**config.mk**
```make
export PLATFORM = sky130hd
export DESIGN_NAME = comm_uart_sender
export DESIGN_NICKNAME = d
export VERILOG_FILES = /design/src/rtl/comm_uart_sender.sv
export SDC_FILE = /design/constraint.sdc
export NUM_CORES = 1
export LEC_CHECK = 0
export ABC_AREA = 1
export CORE_ASPECT_RATIO = 0.5
export CORE_MARGIN = 2
export CORE_UTILIZATION = 50
export CTS_CLUSTER_DIAMETER = 100
export DETAILED_ROUTE_END_ITERATION = 6
export PLACE_DENSITY = 0.78
export SLEW_MARGIN = 20
export SYNTH_ARGS = -nofsm -noshare
export SYNTH_HDL_FRONTEND = slang
export SYNTH_SLANG_ARGS = --single-unit
```
**constraint.sdc**
```tcl
create_clock -name clock -period 1.8 [get_ports clock]
set_input_delay 0.36 -clock clock [delete_from_list [all_inputs] [get_ports clock]]
set_output_delay 0.36 -clock clock [all_outputs]
set_load 0.03 [all_outputs]
```
**src/rtl/comm_uart_sender.sv**
```systemverilog
// Game-message framer and 8N1 UART transmitter toward the peer board.
// A request latches the message into a 2-4 byte frame (header, payload, XOR checksum) sent LSB first.
module comm_uart_sender #(
  parameter int CLKS_PER_BIT = 434
) (
  input  logic       clock,
  input  logic       reset_L,
  input  logic       send_new_message,
  output logic       busy,
  output logic       message_sent,
  input  logic       ball_message_tx,
  input  logic [8:0] ball_y_tx,
  input  logic [3:0] velocity_x_tx,
  input  logic [3:0] velocity_y_tx,
  input  logic       miss_message_tx,
  input  logic [4:0] my_score_tx,
  input  logic [4:0] your_score_tx,
  input  logic       you_should_serve_tx,
  input  logic       new_game_message_tx,
  input  logic       you_serve_first_tx,
  input  logic       new_game_ack_message_tx,
  input  logic       UART_CTS_N,
  output logic       UART_TXD
);

  localparam int CW = (CLKS_PER_BIT > 1) ? $clog2(CLKS_PER_BIT) : 1;
  localparam logic [CW-1:0] CNT_MAX = CW'(CLKS_PER_BIT - 1);

  typedef enum logic [2:0] {IDLE, LOAD, START, DATA, STOP, DONE} state_e;

  state_e          state_q, state_d;
  logic [CW-1:0]   cnt_q, cnt_d;
  logic [2:0]      bit_q, bit_d;
  logic [1:0]      byte_q, byte_d;
  logic [1:0]      last_q, last_d;
  logic [3:0][7:0] frame_q, frame_d;
  logic [3:0][7:0] frame_new;
  logic [1:0]      last_new;
  logic            txd_q, txd_d;
  logic            cts_s1_q, cts_s2_q;
  logic            cts_ok, accept, bit_done, counting;

  assign cts_ok       = !cts_s2_q;
  assign busy         = (state_q == LOAD) || (state_q == START) ||
                        (state_q == DATA) || (state_q == STOP);
  assign message_sent = (state_q == DONE);
  assign UART_TXD     = txd_q;
  assign accept       = send_new_message &&
                        (new_game_ack_message_tx || new_game_message_tx ||
                         miss_message_tx || ball_message_tx) &&
                        ((state_q == IDLE) || (state_q == DONE));

  // Frame image for the request on the inputs; highest-priority flag wins.
  always_comb begin
    frame_new = '0;
    last_new  = 2'd0;
    if (new_game_ack_message_tx) begin
      frame_new[0] = 8'hC0;
      frame_new[1] = 8'hC0;
      last_new     = 2'd1;
    end else if (new_game_message_tx) begin
      frame_new[0] = {2'b10, 5'b0, you_serve_first_tx};
      frame_new[1] = frame_new[0];
      last_new     = 2'd1;
    end else if (miss_message_tx) begin
      frame_new[0] = {2'b01, you_should_serve_tx, my_score_tx};
      frame_new[1] = {3'b0, your_score_tx};
      frame_new[2] = frame_new[0] ^ frame_new[1];
      last_new     = 2'd2;
    end else begin
      frame_new[0] = {7'b0, ball_y_tx[8]};
      frame_new[1] = ball_y_tx[7:0];
      frame_new[2] = {velocity_x_tx, velocity_y_tx};
      frame_new[3] = frame_new[0] ^ frame_new[1] ^ frame_new[2];
      last_new     = 2'd3;
    end
  end

  always_comb begin
    state_d  = state_q;
    bit_d    = bit_q;
    byte_d   = byte_q;
    last_d   = last_q;
    frame_d  = frame_q;
    counting = (state_q == START) || (state_q == DATA) || (state_q == STOP);
    bit_done = counting && (cnt_q == CNT_MAX);
    cnt_d    = (counting && !bit_done) ? cnt_q + 1'b1 : '0;
    case (state_q)
      IDLE, DONE: begin
        state_d = IDLE;
        if (accept) begin
          state_d = LOAD;
          frame_d = frame_new;
          last_d  = last_new;
          byte_d  = 2'd0;
        end
      end
      LOAD:  if (cts_ok) state_d = START;
      START: if (bit_done) begin
        state_d = DATA;
        bit_d   = 3'd0;
      end
      DATA: if (bit_done) begin
        if (bit_q == 3'd7) state_d = STOP;
        else               bit_d   = bit_q + 3'd1;
      end
      STOP: if (bit_done) begin
        if (byte_q == last_q) state_d = DONE;
        else begin
          state_d = LOAD;
          byte_d  = byte_q + 2'd1;
        end
      end
      default: state_d = IDLE;
    endcase
    // Line level is registered from the next state so TXD never glitches.
    case (state_d)
      START:   txd_d = 1'b0;
      DATA:    txd_d = frame_q[byte_d][bit_d];
      default: txd_d = 1'b1;
    endcase
  end

  always_ff @(posedge clock or negedge reset_L) begin
    if (!reset_L) begin
      state_q  <= IDLE;
      cnt_q    <= '0;
      bit_q    <= '0;
      byte_q   <= '0;
      last_q   <= '0;
      frame_q  <= '0;
      txd_q    <= 1'b1;
      cts_s1_q <= 1'b1;
      cts_s2_q <= 1'b1;
    end else begin
      state_q  <= state_d;
      cnt_q    <= cnt_d;
      bit_q    <= bit_d;
      byte_q   <= byte_d;
      last_q   <= last_d;
      frame_q  <= frame_d;
      txd_q    <= txd_d;
      cts_s1_q <= UART_CTS_N;
      cts_s2_q <= cts_s1_q;
    end
  end

endmodule

```
==> summary.txt, run 1 <==
Run status
  • Outcome: finished with violations
  • Violated checks: setup timing

Yosys
  • Post-synth net total: 449
  • Async set-reset flop share out of synthesis: 1.00
  • Synthesized instance count: 409
  • Register bit total from synthesis: 54
  • Sequential area share after synthesis: 0.421
  • Post-synth EDFFs: 0
  • Post-Syn Area per Cell: 7.87 sq um
  • Main flop type after synthesis: dfrtp_1
  • Cell Area, Synth: 3220 sq um
  • Count of cell types in the netlist: 41
  • Synth Warn #: 0

Place
  • Post-DP HPWL: 5.46 mm
  • DP Area: 3950 sq um
  • Post-place setup slack: -0.363 ns
  • Gp weighted congestion: 0.917
  • IO buf count: 39

Routing
  • Number of vias per cell: 5.30
  • Post-route ant nets: 0
  • WL/cell: 14.1 um
  • Vias: 3025
  • First DRT Iteration DRCs: 309
  • DRC Markers: 0
  • Drt pass-1 iters: 5
  • Final wirelength: 8.08 mm

Critical path
  • Slowest cell on the critical path: dfrtp_1
  • Crit path top cell by count: nand3_1
  • Critical path class: flop to flop
  • Crit path largest cell delay: 0.43 ns
  • Req. time, crit path: 2.01 ns
  • Crit end category: flop
  • CP startpoint kind: flop
  • Worst r2r path cells: 13
  • RR Startpoint: state_q[0]$_DFF_PN0_
  • R2r setup slk: -0.10 ns
  • Critical path data arrival time: 2.11 ns
  • RR Endpoint: UART_TXD$_DFF_PN1_
  • Critical path peak fanout: 15
  • Worst path cell trace: nor2_2 -> nand2_1 -> nand2_2 -> nand3_4 -> nand3_4 -> buf_8 -> nand4_1 -> nand3_2 -> nand3_1 -> nand3_1 -> nand3_1 -> nand3_1 -> nand2_1

CTS
  • H-tree levels: 2
  • CTS tree: yes
  • CTS buffer count: 5
  • CTS root buf: clkbuf_16
  • Clk_lat worst skew: 0.29 ns
  • Worst-path clk slew: 0.06 ns
  • Max clock buf depth: 2
  • Clock sink total: 54

Finish
  • Ant diodes: 0
  • Nets: 522
  • Share of cells above drive strength 1: 0.188
  • Design Area, Final: 4220 sq um
  • Area Overhead vs Synth: 31.2%
  • Most frequent cells in the layout: nand2_1 (79), inv_1 (54), dfrtp_1 (51)
  • Commonest non-fill, non-tap cell in the layout: nand2_1

Power and ir drop
  • Sw frac: 0.214
  • Power per cell area: 558 nW/um^2
  • Max rail drop VDD: 0.000352 V
  • Static Leakage: 1.99 nW
  • Internal: 0.00185 W
  • Net Sw Power: 0.000504 W
  • Clock power frac: 0.397
  • Power share of the sequential group: 0.518
  • Tot Pwr: 0.00235 W
  • Combinational share of power: 0.085

STA
  • Final Cycle Share: 1.06
  • Total negative setup slack: -0.100 ns
  • Minimum clock period: 1.90 ns
  • Worst hold slack: 0.0426 ns
  • Worst Setup Slack, final: -0.100 ns
  • Final setup viols: 1
  • Worst-Margin Slew: 0.485 ns
  • Fin. Hold Viols: 0
  • Slew HR: 0.674
  • Peak Freq: 526 MHz
  • Skew final: 0.00344 ns
  • RSZ-0062 raised after global routing: true
  • Fin. max-slew vios: 0

Global routing
  • Initial antenna violation count: 0
  • Pin count of the biggest net entering global routing: 55
  • Number of global-route vias before repair: 2716
  • First-pass GRT wire length: 12.9 mm
  • Total grt overflow: 0
  • Overall routing resource usage: 0.231

Worst hold path
  • Worst Hold Class: input pin to asynchronous set/reset pin

Floorplanning
  • Die area: 7130 sq um
  • Top-Level Pins: 40
  • Initial core utilization: 0.525
  • Core area: 6130 sq um
  • Row cnt: 20
  • Die H: 60.7 um
  • Die width: 117 um

Job
  • Max cap viols: 0
==> area by class of cell <==
| class | count | area [sq um] |
|---|---|---|
| sequential | 54 | 1360 |
| inverter | 65 | 251 |
| fill | 474 | 1910 |
| multi-input combinational | 279 | 1600 |
| timing repair buffer | 77 | 769 |
| clock buffer | 8 | 136 |
| tap | 88 | 110 |
==> metrics by stage <==
stage / instances / utilization
floorplan: 409 / -
CTS: 568 / 0.674
finish: 571 / 0.688
global route: 571 / 0.688
global placement: 559 / 0.645
detailed placement: 559 / 0.645
==> worst max path at each step <==
stage | from | end | cells past startpoint
after detailed placement | new_game_message_tx | UART_TXD$_DFF_PN1_ | 13
after global placement | new_game_message_tx | UART_TXD$_DFF_PN1_ | 13
after CTS | cnt_q[0]$_DFF_PN0_ | UART_TXD$_DFF_PN1_ | 15
final | state_q[0]$_DFF_PN0_ | UART_TXD$_DFF_PN1_ | 13
after floorplan | cnt_q[0]$_DFF_PN0_ | UART_TXD$_DFF_PN1_ | 16
after global routing | state_q[0]$_DFF_PN0_ | UART_TXD$_DFF_PN1_ | 13
==> cells by family (layout without fill, tap and decap cells) <==
| group | after synthesis | count (layout) | share of synthesized area |
|---|---|---|---|
| AO/OA/AOI/OAI | 58 | 58 | 0.107 |
| XOR/XNOR | 15 | 15 | 0.0408 |
| adder cells (fa/ha/maj) | 3 | 3 | 0.0117 |
| buffers and inverters | 77 | 150 | 0.0988 |
| flip-flops | 54 | 54 | 0.421 |
| AND/OR/NAND/NOR | 202 | 203 | 0.321 |
==> layer usage <==
| metal | vias to the layer above | share of wire | track usage |
|---|---|---|---|
| met3 | 21 | 0.058 | 0.0498 |
| met5 | - | 0 | 0 |
| li1 | 1493 | - | - |
| met1 | 1407 | 0.47 | 0.312 |
| met4 | 0 | 0.022 | 0.0688 |
| met2 | 104 | 0.45 | 0.388 |
==> power by group through the flow <==
stage | registers (W) | logic (W) | clock network (W)
after floorplan | 0.00124 | 0.0000443 | 0
after global placement | 0.00124 | 0.000197 | 0
after detailed placement | 0.00124 | 0.000200 | 0
after CTS | 0.00122 | 0.000202 | 0.000952
after global routing | 0.00122 | 0.000219 | 0.000990
final | 0.00122 | 0.000201 | 0.000934
==> worst max-delay path, delay by kind of cell (launching register included) <==
| family | cells | cell delay, ns |
|---|---|---|
| buffers and inverters | 1 | 0.17 |
| DFF | 1 | 0.43 |
| and+or+nand+nor | 12 | 1.22 |
==> synthesized netlist by cell type (2+ instances only) <==
cell type / n / area (sq um)
clkbuf_1: 6 / 22.5
inv_1: 55 / 206
xnor2_1: 8 / 70.1
xor2_1: 7 / 61.3
nand2_4: 2 / 22.5
a41oi_1: 2 / 17.5
nor3b_1: 4 / 30.0
nand3_2: 2 / 20.0
inv_2: 7 / 26.3
nor3_1: 3 / 15.0
nand3_4: 4 / 70.1
o31ai_1: 3 / 22.5
o21ai_0: 29 / 145
dfrtp_1: 51 / 1280
inv_4: 2 / 12.5
nor2_2: 2 / 12.5
nand3_1: 49 / 245
ha_1: 3 / 37.5
nor2_1: 24 / 90.1
o211ai_1: 6 / 45.0
nand2_1: 83 / 312
dfstp_2: 3 / 78.8
a21oi_1: 10 / 50.1
nand2_2: 9 / 56.3
nand4_1: 16 / 100
buf_2: 4 / 20.0
==> sequential cells by signal, indices dropped and copies added, names as in the netlist <==
register,count
cts_s1_q,1
state_q,3
bit_q,3
byte_q,2
cnt_q,9
cts_s2_q,1
last_q,2
UART_TXD,1
frame_q,32
==> what timing repair did <==
| item | in CTS | in global routing |
|---|---|---|
| resized for setup | 11 | 14 |
| hold endpoints to repair | 0 | 0 |
| setup endpoints to repair | 3 | 15 |
| setup buffers | 0 | 1 |
| hold buffers | 0 | 0 |
| pin swaps | 3 | 7 |
| gates cloned | 1 | 2 |
(Power assumes the default switching activity.)
==> run 2, diff against run 1 <==
==> constraint.sdc (replaced) <==
create_clock -name clock -period 1.6 [get_ports clock]
set_input_delay 0.32 -clock clock [delete_from_list [all_inputs] [get_ports clock]]
set_output_delay 0.32 -clock clock [all_outputs]
set_load 0.03 [all_outputs]
==> summary.txt, run 2 (synthesis results as in run 1) <==
Floorplanning
  • Initial core utilization: 0.525 (unchanged)
  • Row cnt: 20 (unchanged)
  • Die H: 60.7 um (unchanged)
  • Die area: 7130 sq um (unchanged)
  • Die width: 117 um (unchanged)
  • Core area: 6130 sq um (unchanged)
  • Top-Level Pins: 40 (unchanged)

CTS
  • CTS tree: yes (unchanged)
  • CTS buffer count: 5 (unchanged)
  • CTS root buf: clkbuf_16 (unchanged)
  • Worst-path clk slew: 0.07 ns (was 0.06 ns)
  • Clock sink total: 54 (unchanged)
  • Clk_lat worst skew: 0.29 ns (about the same)
  • H-tree levels: 2 (unchanged)
  • Cts-stage hold buffer count: 0 (unchanged)
  • Max clock buf depth: 2 (unchanged)

Finish
  • Area Overhead vs Synth: 55.5% (was 31.2%)
  • Commonest non-fill, non-tap cell in the layout: nand2_1 (unchanged)
  • Largest registers: frame_q: 32 flops, cnt_q: 9 flops (unchanged)
  • Fill count: 333 (was 474)
  • Ant diodes: 0 (unchanged)
  • Max reg flops: 32 (unchanged)
  • Top reg by flops: frame_q (unchanged)
  • Most frequent cells in the layout: nand2_1 (66), inv_1 (50), dfrtp_1 (48) (was nand2_1 (79), inv_1 (54), dfrtp_1 (51))
  • Nets: 559 (was 522)
  • Share of cells above drive strength 1: 0.370 (was 0.188)
  • Core Util, Final: 0.816 (was 0.688)
  • Final non-filler cell total: 607 (was 571)

Global routing
  • Overall routing resource usage: 0.255 (was 0.231)
  • Total grt overflow: 0 (unchanged)
  • Initial antenna violation count: 0 (unchanged)
  • First-pass GRT wire length: 14.0 mm (was 12.9 mm)
  • Pin count of the biggest net entering global routing: 25 (was 55)
  • Number of global-route vias before repair: 2897 (was 2716)

Worst hold path
  • Worst Hold Class: input pin to asynchronous set/reset pin (unchanged)

Routing
  • Number of vias per cell: 5.80 (was 5.30)
  • Vias: 3520 (was 3025)
  • Drt pass-1 iters: 6 (was 5)
  • DRC Markers: 0 (unchanged)
  • Post-route ant nets: 0 (unchanged)
  • Final wirelength: 11.5 mm (was 8.08 mm)
  • WL/cell: 18.9 um (was 14.1 um)
  • First DRT Iteration DRCs: 405 (was 309)

STA
  • RSZ-0062 raised after global routing: true (unchanged)
  • Skew final: 0.00423 ns (was 0.00344 ns)
  • Fin. max-slew vios: 0 (unchanged)
  • Total negative setup slack: -5.78 ns (was -0.100 ns)
  • Minimum clock period: 2.08 ns (was 1.90 ns)
  • Worst Setup Slack, final: -0.482 ns (was -0.100 ns)
  • Worst-Margin Slew: 0.502 ns (was 0.485 ns)
  • Final setup viols: 36 (was 1)
  • Peak Freq: 480 MHz (was 526 MHz)
  • Final Cycle Share: 1.30 (was 1.06)
  • Fin. Hold Viols: 12 (was 0)
  • Worst hold slack: -0.0153 ns (was 0.0426 ns)
  • Slew HR: 0.666 (was 0.674)

Power and ir drop
  • Max rail drop VDD: 0.000393 V (was 0.000352 V)
  • Tot Pwr: 0.00269 W (was 0.00235 W)
  • Static Leakage: 2.29 nW (was 1.99 nW)
  • Power per cell area: 538 nW/um^2 (was 558 nW/um^2)

Place
  • IO buf count: 39 (unchanged)
  • Placed cell count: 577 (was 559)
  • Gp weighted congestion: 0.879 (was 0.917)
  • Post-DP HPWL: 5.89 mm (was 5.46 mm)

Critical path
  • Worst path cell trace: inv_1 -> ha_1 -> nand2_1 -> inv_2 -> nand2_4 -> nor2_8 -> nand3b_1 -> nand2_2 -> nand2_4 -> nand2_8 -> inv_8 -> nand3_1 -> nand3_1 -> nand3_1 -> nand3_1 -> nand3_1 -> nand2_1 (was nor2_2 -> nand2_1 -> nand2_2 -> nand3_4 -> nand3_4 -> buf_8 -> nand4_1 -> nand3_2 -> nand3_1 -> nand3_1 -> nand3_1 -> nand3_1 -> nand2_1)
  • Crit end category: flop (unchanged)
  • CP startpoint kind: flop (unchanged)
  • Crit path largest cell delay: 0.38 ns (was 0.43 ns)
  • Slowest cell on the critical path: dfrtp_1 (unchanged)
  • Crit path max-delay family: simple AND/OR/NAND/NOR gates (unchanged)
  • Crit path buf inv count: 3 (was 1)
  • Critical path class: flop to flop (unchanged)
  • R2r setup slk: -0.48 ns (was -0.10 ns)
  • RR Startpoint: cnt_q[1]$_DFF_PN0_ (was state_q[0]$_DFF_PN0_)
  • RR Endpoint: UART_TXD$_DFF_PN1_ (unchanged)
  • Crit path top cell by count: nand3_1 (unchanged)
  • Worst r2r path cells: 17 (was 13)
  • Critical path data arrival time: 2.29 ns (was 2.11 ns)
  • Req. time, crit path: 1.80 ns (was 2.01 ns)
  • Critical path peak fanout: 9 (was 15)

Run status
  • Outcome: finished with violations (unchanged)
  • Violated checks: hold timing, setup timing (was setup timing)

Job
  • Max cap viols: 0 (unchanged)
==> run 2: cell count changes in the layout (fill, tap and decap cells not counted), sizes merged <==
| cell | change |
|---|---|
| dlymetal6s2s | +2 |
| clkinv | +2 |
| inv | -2 |
| clkdlybuf4s50 | -2 |
| clkbuf | +1 |
| buf | +35 |
==> run 2: how the worst max path moves through the flow <==
| stage | startpoint | endpoint | slack [ns] | cells after the start |
|---|---|---|---|---|
| final | cnt_q[1]$_DFF_PN0_ | UART_TXD$_DFF_PN1_ | -0.48 | 17 |
| after global routing | cnt_q[1]$_DFF_PN0_ | UART_TXD$_DFF_PN1_ | -0.53 | 17 |
| after CTS | cnt_q[1]$_DFF_PN0_ | UART_TXD$_DFF_PN1_ | -0.26 | 17 |
| after detailed placement | new_game_message_tx | UART_TXD$_DFF_PN1_ | -0.51 | 13 |
| after global placement | new_game_message_tx | UART_TXD$_DFF_PN1_ | -0.48 | 13 |
| after floorplan | cnt_q[0]$_DFF_PN0_ | UART_TXD$_DFF_PN1_ | -0.14 | 16 |
==> run 2: layout make-up <==
type | count | area, sq um | area share
well taps | 88 | 110 | 0.0220
clock buffers | 7 | 133 | 0.0265
inverters | 65 | 268 | 0.0535
multi-input cells | 279 | 1930 | 0.385
repair buffers | 114 | 1210 | 0.242
flip-flops and latches | 54 | 1360 | 0.272
==> run 2: worst register-to-register path, stage by stage, from the launching register on <==
cell      delay (ns)
dfrtp_1         0.38
inv_1           0.06
ha_1            0.12
nand2_1         0.06
inv_2           0.06
nand2_4         0.06
nor2_8          0.15
nand3b_1        0.14
nand2_2         0.11
nand2_4         0.07
nand2_8         0.11
inv_8           0.06
nand3_1         0.12
nand3_1         0.13
nand3_1         0.10
nand3_1         0.08
nand3_1         0.11
nand2_1         0.09
==> run 2: what timing repair did <==
item | 4_1_cts | 5_1_grt
cloned | 3 | 6
endpoints found under the setup margin | 31 | 35
endpoints found under the hold margin | 0 | 0
pin swaps | 6 | 13
gates resized for setup | 33 | 113
setup buffers | 5 | 12
==> run 2: through the flow <==
stage,cell area [sq um],worst slack (ns)
2_1_floorplan,3220,-0.137
3_3_place_gp,4100,-0.476
3_5_place_dp,4100,-0.514
4_1_cts,4410,-0.261
5_1_grt,5000,-0.534
6_report,5000,-0.482
==> run 2: where the power goes <==
group | internal (W) | switching (W)
combinational | 0.000126 | 0.000128
sequential | 0.00137 | 0.00000203
clock | 0.000575 | 0.000489
==> run 2: per-layer routing <==
layer / up-vias / part of all wire / track usage
met5: - / 0 / 0
met4: 0 / 0.037 / 0.0826
met3: 63 / 0.11 / 0.0470
met2: 231 / 0.46 / 0.429
met1: 1665 / 0.39 / 0.346
li1: 1561 / - / -
